### config.mk
export PLATFORM = sky130hd
export DESIGN_NAME = lsq_mem_arbiter
export DESIGN_NICKNAME = d
export VERILOG_FILES = /design/src/rtl/lsq_mem_arbiter_pkg.sv /design/src/rtl/lsq_mem_arbiter_age.sv /design/src/rtl/lsq_mem_arbiter.sv
export SDC_FILE = /design/constraint.sdc
export NUM_CORES = 1
export LEC_CHECK = 0
export CORE_ASPECT_RATIO = 0.5
export CORE_MARGIN = 10
export CORE_UTILIZATION = 40
export CTS_CLUSTER_DIAMETER = 50
export DETAILED_ROUTE_END_ITERATION = 8
export PLACE_DENSITY_LB_ADDON = 0.08
export SLEW_MARGIN = 30
export SYNTH_ARGS = -nofsm -noshare
export SYNTH_HDL_FRONTEND = slang
export SYNTH_SLANG_ARGS = --single-unit
### constraint.sdc
create_clock -name clk -period 2 [get_ports clk]
set_input_delay 0.3 -clock clk [delete_from_list [all_inputs] [get_ports clk]]
set_output_delay 0.3 -clock clk [all_outputs]
set_load 0.05 [all_outputs]
### src/rtl/lsq_mem_arbiter_pkg.sv
// ============================================================================
// Module      : lsq_mem_arbiter_pkg
// Description : Shared types and constants for the LSQ data-cache port
//               arbiter: FSM state encoding, request record, queue depths,
//               store-starvation limit and committed-store watermark.
// Revision    : 1.0 - initial release
// ============================================================================
`default_nettype none

package lsq_mem_arbiter_pkg;

    localparam int LDQ_ENTRIES      = 16;
    localparam int SDQ_ENTRIES      = 16;
    localparam int STORE_STARVE_MAX = 8;
    localparam int SDQ_HIGH_WM      = 12;

    // Index width wide enough to address either queue.
    localparam int MEM_IDX_W = $clog2((LDQ_ENTRIES > SDQ_ENTRIES) ? LDQ_ENTRIES : SDQ_ENTRIES);

    typedef enum logic [1:0] {
        IDLE  = 2'd0,
        REQ   = 2'd1,
        WAIT  = 2'd2,
        DRAIN = 2'd3
    } arb_state_t;

    typedef struct packed {
        logic                 valid;
        logic                 is_store;
        logic [MEM_IDX_W-1:0] idx;
    } mem_req_t;

endpackage

`default_nettype wire

### src/rtl/lsq_mem_arbiter_age.sv
// ============================================================================
// Module      : age_picker
// Description : Rotating find-first. Returns the first set bit of elig at or
//               after head, wrapping modulo N (oldest eligible queue entry).
// Revision    : 1.0 - initial release
// ============================================================================
`default_nettype none

module age_picker #(
    parameter int  N = 16,
    localparam int W = (N > 1) ? $clog2(N) : 1
) (
    input  logic [N-1:0] elig,
    input  logic [W-1:0] head,
    output logic         found,
    output logic [W-1:0] idx
);

    logic [2*N-1:0] doubled;
    logic [N-1:0]   rotated;
    logic [W-1:0]   offset;
    logic [W:0]     sum;

    // Rotate so bit 0 corresponds to head, then find the lowest set bit.
    always_comb begin
        doubled = {elig, elig};
        rotated = N'(doubled >> head);
        found   = 1'b0;
        offset  = '0;
        for (int k = N - 1; k >= 0; k--) begin
            if (rotated[k]) begin
                found  = 1'b1;
                offset = W'(k);
            end
        end
    end

    // Map the offset back to an absolute index, wrapping past the last entry.
    always_comb begin
        sum = {1'b0, head} + {1'b0, offset};
        if (sum >= (W+1)'(N)) begin
            idx = W'(sum - (W+1)'(N));
        end else begin
            idx = W'(sum);
        end
    end

endmodule

`default_nettype wire

### src/rtl/lsq_mem_arbiter.sv
// ============================================================================
// Module      : lsq_mem_arbiter
// Description : Schedules the single D-cache port between the load queue and
//               the store data queue. Picks the oldest eligible entry of each,
//               arbitrates load vs store (watermark and starvation aware),
//               issues a valid/ready request and tracks one outstanding
//               access. Flush cancels speculative loads; stores always finish.
//               Optional macro LSQ_ARB_PERF_EN adds grant/stall counters.
// Revision    : 1.0 - initial release
// ============================================================================
`default_nettype none

module lsq_mem_arbiter #(
    parameter int  LDQ_ENTRIES      = lsq_mem_arbiter_pkg::LDQ_ENTRIES,
    parameter int  SDQ_ENTRIES      = lsq_mem_arbiter_pkg::SDQ_ENTRIES,
    parameter int  STORE_STARVE_MAX = lsq_mem_arbiter_pkg::STORE_STARVE_MAX,
    parameter int  SDQ_HIGH_WM      = lsq_mem_arbiter_pkg::SDQ_HIGH_WM,
    localparam int LDQ_W            = (LDQ_ENTRIES > 1) ? $clog2(LDQ_ENTRIES) : 1,
    localparam int SDQ_W            = (SDQ_ENTRIES > 1) ? $clog2(SDQ_ENTRIES) : 1,
    localparam int IDX_W            = (LDQ_W > SDQ_W) ? LDQ_W : SDQ_W
) (
    input  logic                   clk,
    input  logic                   rst_n,
    input  logic [LDQ_ENTRIES-1:0] ldq_elig,
    input  logic [LDQ_W-1:0]       ldq_head,
    input  logic [SDQ_ENTRIES-1:0] sdq_elig,
    input  logic [SDQ_W-1:0]       sdq_head,
    input  logic [SDQ_W:0]         sdq_commit_cnt,
    input  logic                   flush,
    output logic                   mem_req_valid,
    input  logic                   mem_req_ready,
    output logic                   mem_req_is_store,
    output logic [IDX_W-1:0]       mem_req_idx,
    output logic                   ldq_issue,
    output logic                   sdq_issue,
    input  logic                   mem_resp_valid,
    output logic                   ld_done_valid,
    output logic [LDQ_W-1:0]       ld_done_idx
`ifdef LSQ_ARB_PERF_EN
    ,
    output logic [31:0]            perf_ld_grants,
    output logic [31:0]            perf_st_grants,
    output logic [31:0]            perf_stall_cycles
`endif
);

    import lsq_mem_arbiter_pkg::*;

    localparam int STV_W = $clog2(STORE_STARVE_MAX + 1);

    arb_state_t       state, state_nxt;
    mem_req_t         req, req_nxt;
    logic [STV_W-1:0] starve, starve_nxt;

    logic             ld_found, st_found;
    logic [LDQ_W-1:0] ld_pick;
    logic [SDQ_W-1:0] st_pick;
    logic             st_urgent;
    logic             pick_store;

    age_picker #(.N(LDQ_ENTRIES)) u_ldq_pick (
        .elig  (ldq_elig),
        .head  (ldq_head),
        .found (ld_found),
        .idx   (ld_pick)
    );

    age_picker #(.N(SDQ_ENTRIES)) u_sdq_pick (
        .elig  (sdq_elig),
        .head  (sdq_head),
        .found (st_found),
        .idx   (st_pick)
    );

    // Store wins when the committed backlog is high or loads have starved it.
    always_comb begin
        st_urgent  = (int'(sdq_commit_cnt) >= SDQ_HIGH_WM) ||
                     (int'(starve) == STORE_STARVE_MAX);
        pick_store = st_found && (!ld_found || st_urgent);
    end

    // Next-state, request record, issue/done pulses and starvation tracking.
    always_comb begin
        state_nxt     = state;
        req_nxt       = req;
        starve_nxt    = starve;
        ldq_issue     = 1'b0;
        sdq_issue     = 1'b0;
        ld_done_valid = 1'b0;

        if (sdq_elig == '0) begin
            starve_nxt = '0;
        end

        case (state)
            IDLE: begin
                if (!flush && (ld_found || st_found)) begin
                    req_nxt.valid    = 1'b1;
                    req_nxt.is_store = pick_store;
                    req_nxt.idx      = pick_store ? MEM_IDX_W'(st_pick) : MEM_IDX_W'(ld_pick);
                    state_nxt        = REQ;
                    if (pick_store) begin
                        starve_nxt = '0;
                    end else if (st_found && (int'(starve) < STORE_STARVE_MAX)) begin
                        starve_nxt = starve + 1'b1;
                    end
                end
            end
            REQ: begin
                if (flush && !req.is_store) begin
                    // Speculative load cancelled; if the cache took it anyway,
                    // its response still has to be absorbed.
                    req_nxt.valid = 1'b0;
                    state_nxt     = mem_req_ready ? DRAIN : IDLE;
                end else if (mem_req_ready) begin
                    req_nxt.valid = 1'b0;
                    ldq_issue     = !req.is_store;
                    sdq_issue     = req.is_store;
                    state_nxt     = WAIT;
                end
            end
            WAIT: begin
                if (mem_resp_valid) begin
                    ld_done_valid = !req.is_store && !flush;
                    state_nxt     = IDLE;
                end else if (flush && !req.is_store) begin
                    state_nxt = DRAIN;
                end
            end
            DRAIN: begin
                if (mem_resp_valid) begin
                    state_nxt = IDLE;
                end
            end
            default: state_nxt = IDLE;
        endcase
    end

    // State, request record and starvation counter registers.
    always_ff @(posedge clk or negedge rst_n) begin
        if (!rst_n) begin
            state  <= IDLE;
            req    <= '0;
            starve <= '0;
        end else begin
            state  <= state_nxt;
            req    <= req_nxt;
            starve <= starve_nxt;
        end
    end

    // Request and completion outputs come straight from the registered record.
    always_comb begin
        mem_req_valid    = req.valid;
        mem_req_is_store = req.is_store;
        mem_req_idx      = IDX_W'(req.idx);
        ld_done_idx      = LDQ_W'(req.idx);
    end

`ifdef LSQ_ARB_PERF_EN
    // Wrapping handshake and stall counters.
    always_ff @(posedge clk or negedge rst_n) begin
        if (!rst_n) begin
            perf_ld_grants    <= '0;
            perf_st_grants    <= '0;
            perf_stall_cycles <= '0;
        end else if (state == REQ) begin
            if (mem_req_ready && !req.is_store) begin
                perf_ld_grants <= perf_ld_grants + 32'd1;
            end
            if (mem_req_ready && req.is_store) begin
                perf_st_grants <= perf_st_grants + 32'd1;
            end
            if (!mem_req_ready) begin
                perf_stall_cycles <= perf_stall_cycles + 32'd1;
            end
        end
    end
`endif

endmodule

`default_nettype wire
==> summary.md, run 1 <==
| Metric | Value |
|---|---|
| Iter 0 DRT Violations | `306` |
| Initial Utilization | `0.413` |
| Worst Path Class, Setup | `input pin to flop` |
| RSZ-0062 raised after global routing | `true` |
| CP Launch Type | `input pin` |
| Clock sink count | `12` |
| Total grt overflow | `0` |
| PortBufs | `60` |
| Total iterations of the first detailed-routing run | `5` |
| Number of antenna violations at the first check in global routing | `0` |
| Crit path DAT | `3.73 ns` |
| Number of enable flip-flop cells after synthesis | `0` |
| Vias | `4198` |
| R2R Setup Slk | `0.21 ns` |
| Endpoints failing setup | `11` |
| P&R area growth vs syn | `64.6%` |
| Violated checks | `negative setup slack` |
| Post-DRT Antenna Nets | `0` |
| GR Util All Layers | `0.193` |
| Full die area | `12600 sq um` |
| Clk Tree Root Cell | `clkbuf_16` |
| Worst setup EP type | `flop` |
| Fin. Hold Viols | `0` |
| Worst path depth | `18` |
| Synth Warn # | `0` |
| Worst-Skew Late Latency | `0.24 ns` |
| Row cnt | `23` |
| Post-synthesis sequential area ratio | `0.0905` |
| H-tree levels | `1` |
| NumNets Final | `656` |
| Status | `complete, but fails checks` |
| Detailed placement HPWL | `9.69 mm` |
| Drt total wl | `12.8 mm` |
| Cell leakage power | `2.42 nW` |
| Delay-heaviest family, CP | `compound AO/OA/AOI/OAI gates` |
| CTS tree | `built` |
| Layout cells sized above 1 | `0.489` |
| First-pass GRT wire length | `20.8 mm` |
| Avg Cell Area, Syn | `8.36 sq um` |
| Pre-CTS setup slack | `-2.27 ns` |
| Worst path cell trace | `buf_12 > mux4_2 > a222oi_1 > o31a_1 > nor2_1 > o2111a_1 > o31ai_4 > nand2_1 > a31oi_2 > a211oi_2 > ha_2 > a21o_1 > a21oi_2 > xnor2_2 > inv_1 > nand3_2 > o2111ai_2 > a22oi_1` |
| Diodes inserted | `0` |
| Library cells used by synthesis | `65` |
| Commonest non-fill, non-tap cell in the layout | `buf_4` |
| Setup TNS | `-13.30 ns` |
| Maximum vdd drop | `0.411 mV` |
| Slowest stage delay, CP | `0.51 ns` |
| Tcrit/Tclk final | `1.79` |
| TritonCTS Buffers | `3` |
| Worst rel slew slack | `0.590` |
| Mapped Area | `3320 sq um` |
| Synth Flop Type | `dfrtp_1` |
| Core ar. | `8030 sq um` |
| Worst-path clk slew | `0.05 ns` |
| Avg WL per Cell | `18.1 microns` |
| Pwr/cell area | `598 nW/um^2` |
| CP required | `2.16 ns` |
| Most frequent cells in the layout | `148 x buf_4, 38 x nand2_1, 35 x nor2_1` |
| Vias in the first global route | `4331` |
| Residual DRC count | `0` |
| Worst R2R Path Depth | `9` |
| Routability cong. | `0.953` |
| Crit-path max FO | `8` |
| Async set-reset flop share out of synthesis | `1.00` |
| Io pins | `63` |
| Clock skew | `0.00150 ns` |
| Slowest CP cell | `mux4_2` |
| Largest net degree at the start of global routing | `18` |
| Worst Path Buf+Inv | `2` |
| Tmin final | `3.57 ns` |
| CTS Buffer Depth | `2` |
| Die span in y | `84.4 microns` |
| Yosys reg bits | `12` |
| Final Worst Setup Slack | `-1.57 ns` |
| Cells after Synth | `397` |
| Die Wd | `149 microns` |
| Fmax | `280 MHz` |
| Worst Hold Class | `input pin to asynchronous set/reset pin` |
| Worst-Margin Slew | `0.613 ns` |
| Pins Over Slew Limit | `0` |
| Net Count, Synth | `457` |
| Max-cap violations | `0` |
| Vias per cell | `5.94` |
where the power goes:
group | leakage, nW | switching, mW | internal [mW]
clock network | 0.0442 | 0.118 | 0.303
logic | 2.22 | 1.24 | 1.12
registers | 0.151 | 0.145 | 0.340
metal layers:
metal	global-route usage	share of wire	wire, microns	vias up
li1	-	-	-	1955
met1	0.214	0.40	5150	2021
met2	0.360	0.50	6450	176
met3	0.0262	0.058	745	46
met4	0.0877	0.037	475	0
met5	0	0	0	-
sequential cells by signal (all words and copies together), names as in the netlist:
| register | count |
|---|---|
| ld_done_idx | 4 |
| starve | 4 |
| mem_req_valid | 1 |
| mem_req_is_store | 1 |
| state | 2 |
path summary, 6_finish.rpt:
check | start | end
worst max-delay path | sdq_head[0] | ld_done_idx[3]$_DFFE_PN0P_
worst min-delay path | rst_n | state[1]$_DFFE_PN0P_
worst max register to register | starve[0]$_DFF_PN0_ | starve[0]$_DFF_PN0_
worst min register to register | ld_done_idx[1]$_DFFE_PN0P_ | ld_done_idx[1]$_DFFE_PN0P_
max in group asynchronous | rst_n | ld_done_idx[2]$_DFFE_PN0P_
min in group clk | ld_done_idx[1]$_DFFE_PN0P_ | ld_done_idx[1]$_DFFE_PN0P_
logic make-up after synthesis:
group	count (synthesis)	share of synthesized area
compound gates	113	0.241
xor+xnor	4	0.0106
fa+ha+maj	10	0.0422
buf+inv	41	0.0562
flops	12	0.0905
mux	65	0.334
simple gates	152	0.225
repair_timing:
action                     CTS  global route
buffers inserted            25            12
hold buffers                 0             0
setup endpoints to repair   11            11
resized for setup           90            72
pin swaps                   33            32
gates cloned                 1             0
cell usage after synthesis (all sizes together), types with 6 or more instances:
cell,n,area share
ha,8,0.030
nor4,7,0.015
mux4,32,0.23
nand2,43,0.049
mux2i,14,0.042
and2,7,0.013
buf,11,0.022
nor2,38,0.045
a22o,9,0.024
a222oi,6,0.018
a21o,6,0.014
clkbuf,16,0.018
a211oi,11,0.025
a21oi,20,0.030
mux2,19,0.066
dfrtp,12,0.090
nand2b,7,0.015
o21ai,25,0.039
inv,11,0.012
nor2b,8,0.015
nor3,21,0.032
nand3,8,0.012
cell type report:
class                           instances  area, sq um
Multi-Input combinational cell        344         3020
Inverter                               14         53.8
Sequential cell                        12          300
Tap cell                              112          140
Fill cell                             629         2570
Clock buffer                            4         88.8
Timing Repair Buffer                  221         1860
through the flow:
step / utilization / power, mW / hold WS [ns] / cell area, sq um / instances
final: 0.680 / 3.27 / 0.443 / 5460 / 707
after global routing: 0.680 / 3.47 / 0.480 / 5460 / 707
after CTS: 0.669 / 3.15 / 0.459 / 5380 / 697
after detailed placement: 0.619 / 2.58 / 0.518 / 4970 / 667
after global placement: 0.619 / 2.52 / 0.497 / 4970 / 667
after floorplan: - / 1.77 / 0.00441 / 3440 / 397
Note: power is estimated with default switching activity, not from simulation.
==> run 2: changes to the inputs <==
- clock period: 2 -> 3.49 ns (I/O delays scaled with it)
==> run 2 against run 1 <==
Compared with the run above:
- the flow still finishes with violations (negative setup slack)
- non-clock buffer count down 12
- critical path depth down 2
- setup slack improved by 1.3 ns
- clock-buffer cell count is the same
- sequential share of layout area increased by 0.24 points
- worst hold slack improved by 0.078 ns
- clock power fell by 43%
- wire length fell by 3.1%
- critical path type unchanged
==> summary.md, run 2 (synthesized netlist as in run 1, its figures left out) <==
| Metric | Value |
|---|---|
| Status | `complete, but fails checks` |
| Violated checks | `negative setup slack` |
| Worst-Skew Late Latency | `0.24 ns` |
| CTS Buffer Depth | `2` |
| Full die area | `12600 sq um` |
| Layout cells sized above 1 | `0.448` |
| Pwr/cell area | `340 nW/um^2` |
| Core ar. | `8030 sq um` |
| Vias per cell | `5.87` |
| Maximum vdd drop | `0.220 mV` |
| Die span in y | `84.4 microns` |
| First-pass GRT wire length | `20.4 mm` |
| Worst-path clk slew | `0.05 ns` |
| Clock skew | `0.00116 ns` |
| Diodes inserted | `0` |
| Non-filler cells, final | `695` |
| Drt total wl | `12.4 mm` |
| Total grt overflow | `0` |
| Routability cong. | `0.889` |
| Post-Layout Inst Area | `5230 sq um` |
| Number of antenna violations at the first check in global routing | `0` |
| Pins Over Slew Limit | `0` |
| Clk Tree Root Cell | `clkbuf_16` |
| TritonCTS Buffers | `3` |
| Largest net degree at the start of global routing | `22` |
| RSZ-0062 raised after global routing | `true` |
| Slowest stage delay, CP | `0.50 ns` |
| CP required | `3.67 ns` |
| Fin. Hold Viols | `0` |
| Worst Hold Class | `flop to flop` |
| Worst Path Buf+Inv | `3` |
| H-tree levels | `1` |
| Worst Path Class, Setup | `input pin to flop` |
| Iter 0 DRT Violations | `341` |
| Tmin final | `3.80 ns` |
| Crit path DAT | `3.98 ns` |
| Die Wd | `149 microns` |
| Final Core Density | `0.652` |
| Delay-heaviest family, CP | `compound AO/OA/AOI/OAI gates` |
| Most frequent cells in the layout | `144 x buf_4, 42 x nand2_1, 35 x nor2_1` |
| Post-placement cell area | `4880 sq um` |
| Avg WL per Cell | `17.9 microns` |
| Slowest CP cell | `mux4_2` |
| Worst-Margin Slew | `0.645 ns` |
| CTS tree | `built` |
| Fmax | `263 MHz` |
| P&R area growth vs syn | `57.7%` |
| Worst path cell trace | `dlygate4sd2_1 > mux4_2 > a222oi_1 > o31a_1 > nand2b_4 > a211oi_4 > o31ai_4 > nand2_1 > a31oi_1 > a211oi_2 > ha_2 > buf_4 > inv_2 > fa_2 > mux2_4 > o21ai_2` |
| PortBufs | `60` |
| GR Util All Layers | `0.190` |
| Row cnt | `23` |
| Cells after DPL | `664` |
| Cell leakage power | `2.37 nW` |
| CP Launch Type | `input pin` |
| Clock sink count | `12` |
| Residual DRC count | `0` |
| Io pins | `63` |
| Max-cap violations | `0` |
| Tcrit/Tclk final | `1.09` |
| Total iterations of the first detailed-routing run | `6` |
| Initial Utilization | `0.413` |
| NumNets Final | `644` |
| Worst setup EP type | `flop` |
| Crit-path max FO | `4` |
| Endpoints failing setup | `3` |
| Vias in the first global route | `4128` |
| Commonest non-fill, non-tap cell in the layout | `buf_4` |
| Final Worst Setup Slack | `-0.311 ns` |
| Worst rel slew slack | `0.567` |
| Post-DRT Antenna Nets | `0` |
| Detailed placement HPWL | `9.77 mm` |
| Vias | `4078` |
| Pre-CTS setup slack | `-0.952 ns` |
-- run 2: cell count changes in the layout (fill, tap and decap cells not counted), moves of 3 or more --
cell	previous run	this run
nor4_1	3	6
clkbuf_2	16	13
dlymetal6s2s_1	1	8
o21ai_2	5	2
clkdlybuf4s15_1	8	4
nor4_2	4	1
nand2_2	5	1
buf_12	8	2
buf_4	148	144
clkdlybuf4s50_1	20	23
nand2_1	38	42
buf_6	9	5
-- run 2: final cells by class --
type / count / area [sq um]
Multi-Input combinational cell: 344 / 2950
Fill cell: 626 / 2800
Timing Repair Buffer: 209 / 1700
Sequential cell: 12 / 300
Tap cell: 112 / 140
Clock buffer: 4 / 88.8
Inverter: 14 / 52.6
-- run 2: final timing paths --
kind                       cells past startpoint  slack (ns)                       start                         end
hold reg to reg                                2        0.52  ld_done_idx[0]$_DFFE_PN0P_  ld_done_idx[0]$_DFFE_PN0P_
min in group asynchronous                      1        0.65                       rst_n        state[1]$_DFFE_PN0P_
setup reg to reg                               5        1.73        state[0]$_DFFE_PN0P_  ld_done_idx[3]$_DFFE_PN0P_
max in group asynchronous                      1        2.46                       rst_n         starve[1]$_DFF_PN0_
hold / removal                                 2        0.52  ld_done_idx[0]$_DFFE_PN0P_  ld_done_idx[0]$_DFFE_PN0P_
setup / recovery                              16       -0.31                 sdq_elig[2]  ld_done_idx[1]$_DFFE_PN0P_
-- run 2: worst register-to-register path: stages (launching register included) --
cell and delay [ns]:
dfrtp_1 0.46, nor3_1 0.57, nand2_1 0.21, buf_4 0.20, nor2_1 0.10, a22oi_1 0.08
-- run 2: power breakdown --
group | switching (mW) | leakage [nW] | internal [mW]
sequential | 0.0710 | 0.151 | 0.195
clock | 0.0660 | 0.0442 | 0.173
combinational | 0.681 | 2.17 | 0.590
-- run 2: stage by stage --
step | hold slack, ns | setup TNS (ns) | power (mW)
floorplan | 0.228 | -0.363 | 1.00
global placement | 0.493 | -7.18 | 1.41
detailed placement | 0.510 | -8.12 | 1.45
CTS | 0.523 | -0.692 | 1.73
global route | 0.558 | -1.80 | 1.89
finish | 0.520 | -0.732 | 1.78
-- run 2: routing by layer --
layer / part of all wire / vias to the layer above / global-route usage
met1: 0.39 / 1955 / 0.213
met2: 0.53 / 172 / 0.366
met5: 0 / - / 0
met3: 0.057 / 23 / 0.0241
li1: - / 1928 / -
met4: 0.021 / 0 / 0.0531
-- run 2: repair_timing --
item | CTS | global route
buffers inserted | 14 | 15
hold buffers | 0 | 0
pin swaps | 37 | 33
endpoints found under the setup margin | 11 | 10
endpoints found under the hold margin | 0 | 0
gates resized for setup | 78 | 74
cloned | 1 | 0
==> run 3: changes to the inputs <==
- REMOVE_ABC_BUFFERS: unset -> 1
==> run 3 against run 2 <==
Compared with the run above:
- core utilization up 1.5 points
- global-route usage down 0.39 points
- largest power group unchanged
- setup slack worse by 0.12 ns
- die area unchanged
- clock skew up 0.0036 ns
- cell count up 1.0%
- maximum frequency down 3.0%
- sequential cell count unchanged
- register-to-register slack worse by 0.10 ns
- clock-buffer cell count unchanged
- the run still ends with negative setup slack left
==> summary.md, run 3 (synthesized netlist as in run 1, its figures left out) <==
| Metric | Value |
|---|---|
| Status | `complete, but fails checks` |
| Violated checks | `negative setup slack` |
| Psw | `0.818 mW` |
| Total grt overflow | `0` |
| TritonCTS Buffers | `3` |
| Hold slack | `0.525 ns` |
| PortBufs | `60` |
| Io pins | `63` |
| CP Launch Type | `input pin` |
| Tcrit/Tclk final | `1.12` |
| Pins Over Slew Limit | `0` |
| Crit path DAT | `4.08 ns` |
| Die Wd | `149 microns` |
| Full die area | `12600 sq um` |
| First-pass GRT wire length | `20.1 mm` |
| Commonest non-fill, non-tap cell in the layout | `buf_4` |
| Worst-Skew Late Latency | `0.24 ns` |
| Power share of the clock group | `0.132` |
| Post-DRT Antenna Nets | `0` |
| H-tree levels | `1` |
| Die span in y | `84.4 microns` |
| Pre-CTS setup slack | `-1.07 ns` |
| Worst Path Class, Setup | `input pin to flop` |
| Cell leakage power | `2.35 nW` |
| Residual DRC count | `0` |
| Pint | `0.982 mW` |
| Total iterations of the first detailed-routing run | `5` |
| Drt total wl | `12.2 mm` |
| CP required | `3.65 ns` |
| Vias per cell | `5.76` |
| Worst Hold Class | `flop to flop` |
| Final Power | `1.80 mW` |
| Layout cells sized above 1 | `0.446` |
| Detailed placement HPWL | `9.76 mm` |
| Routability cong. | `0.941` |
| Vias in the first global route | `4114` |
| Most frequent cells in the layout | `145 x buf_4, 43 x nand2_1, 36 x nor2_1` |
| Clk Tree Root Cell | `clkbuf_16` |
| Clock sink count | `12` |
| CTS Buffer Depth | `2` |
| Row cnt | `23` |
| Vias | `4041` |
| Cts hold-fix bufs | `0` |
| Worst setup EP type | `flop` |
| Number of antenna violations at the first check in global routing | `0` |
| Avg WL per Cell | `17.4 microns` |
| Worst rel slew slack | `0.545` |
| Gate power share | `0.721` |
| Sw frac | `0.454` |
| Endpoints failing setup | `4` |
| Fmax | `255 MHz` |
| Maximum vdd drop | `0.186 mV` |
| Flop pwr share | `0.147` |
| Final Worst Setup Slack | `-0.429 ns` |
| Largest net degree at the start of global routing | `22` |
| NumNets Final | `651` |
| Pwr/cell area | `336 nW/um^2` |
| Iter 0 DRT Violations | `367` |
| GR Util All Layers | `0.186` |
| Clock skew | `0.00472 ns` |
| RSZ-0062 raised after global routing | `true` |
| Crit-path max FO | `4` |
| Initial Utilization | `0.413` |
| Fin. Hold Viols | `0` |
| Tmin final | `3.92 ns` |
| Worst-Margin Slew | `0.677 ns` |
| CTS tree | `built` |
| P&R area growth vs syn | `61.2%` |
| Worst-path clk slew | `0.05 ns` |
| Diodes inserted | `0` |
| Max-cap violations | `0` |
| Setup TNS | `-0.915 ns` |
| Core ar. | `8030 sq um` |
## run 3: changes by cell type in the layout (fill, tap and decap cells not counted), sizes merged
cell | before | now
inv | 12 | 11
clkinv | 2 | 3
clkdlybuf4s15 | 4 | 19
clkbuf | 18 | 5
buf | 155 | 161
dlymetal6s2s | 8 | 0
clkdlybuf4s50 | 23 | 24
dlygate4sd2 | 5 | 11
## run 3: final timing paths
| check | end | from | depth (start not counted) | slack (ns) |
|---|---|---|---|---|
| max | ld_done_idx[3]$_DFFE_PN0P_ | sdq_elig[13] | 18 | -0.43 |
| max in group asynchronous | starve[3]$_DFF_PN0_ | rst_n | 1 | 2.44 |
| min in group asynchronous | mem_req_is_store$_DFFE_PN0P_ | rst_n | 1 | 0.66 |
| min | ld_done_idx[1]$_DFFE_PN0P_ | ld_done_idx[1]$_DFFE_PN0P_ | 2 | 0.53 |
| min reg2reg | ld_done_idx[1]$_DFFE_PN0P_ | ld_done_idx[1]$_DFFE_PN0P_ | 2 | 0.53 |
| max reg2reg | ld_done_idx[0]$_DFFE_PN0P_ | state[0]$_DFFE_PN0P_ | 5 | 1.63 |
## run 3: repair_timing
item | in CTS | in global routing
resized for setup | 115 | 23
endpoints found under the setup margin | 11 | 9
pin swaps | 34 | 25
cloned | 1 | 0
setup buffers | 19 | 7
## run 3: through the flow
| stage | utilization | cells | cell area [sq um] |
|---|---|---|---|
| 2_1_floorplan | - | 370 | 3180 |
| 3_3_place_gp | 0.614 | 672 | 4930 |
| 3_5_place_dp | 0.614 | 672 | 4930 |
| 4_1_cts | 0.655 | 696 | 5260 |
| 5_1_grt | 0.666 | 702 | 5350 |
| 6_report | 0.666 | 702 | 5350 |
## run 3: power by group through the flow
stage               clock [mW]  combinational, mW  sequential, mW
global placement             0               1.17           0.256
CTS                      0.240               1.26           0.263
global route             0.248               1.39           0.278
detailed placement           0               1.20           0.265
finish                   0.238               1.30           0.266
floorplan                    0              0.474           0.445
## run 3: layout make-up
cell class	instances	area [sq um]
Tap cell	112	140
Fill cell	662	2680
Sequential cell	12	300
Timing Repair Buffer	216	1830
Inverter	14	53.8
Clock buffer	4	88.8
Multi-Input combinational cell	344	2940
## run 3: critical path, cell delays in order
cell and delay, ns:
clkdlybuf4s15_2 0.23, mux4_2 0.50, a222oi_1 0.50, o31a_1 0.22, nor2_1 0.05, o2111a_1 0.24
o31ai_2 0.28, a211oi_1 0.11, a31oi_1 0.21, a211oi_2 0.10, ha_2 0.18, a21o_1 0.16
a21oi_2 0.17, xnor2_2 0.13, inv_1 0.07, nand3_2 0.07, o2111ai_2 0.11, a22oi_2 0.22
## run 3: per-layer routing
layer,track usage,routed length (microns),vias up
li1,-,-,1943
met1,0.219,5030,1888
met2,0.348,6240,176
met3,0.0182,671,34
met4,0.0531,293,0
met5,0,0,-
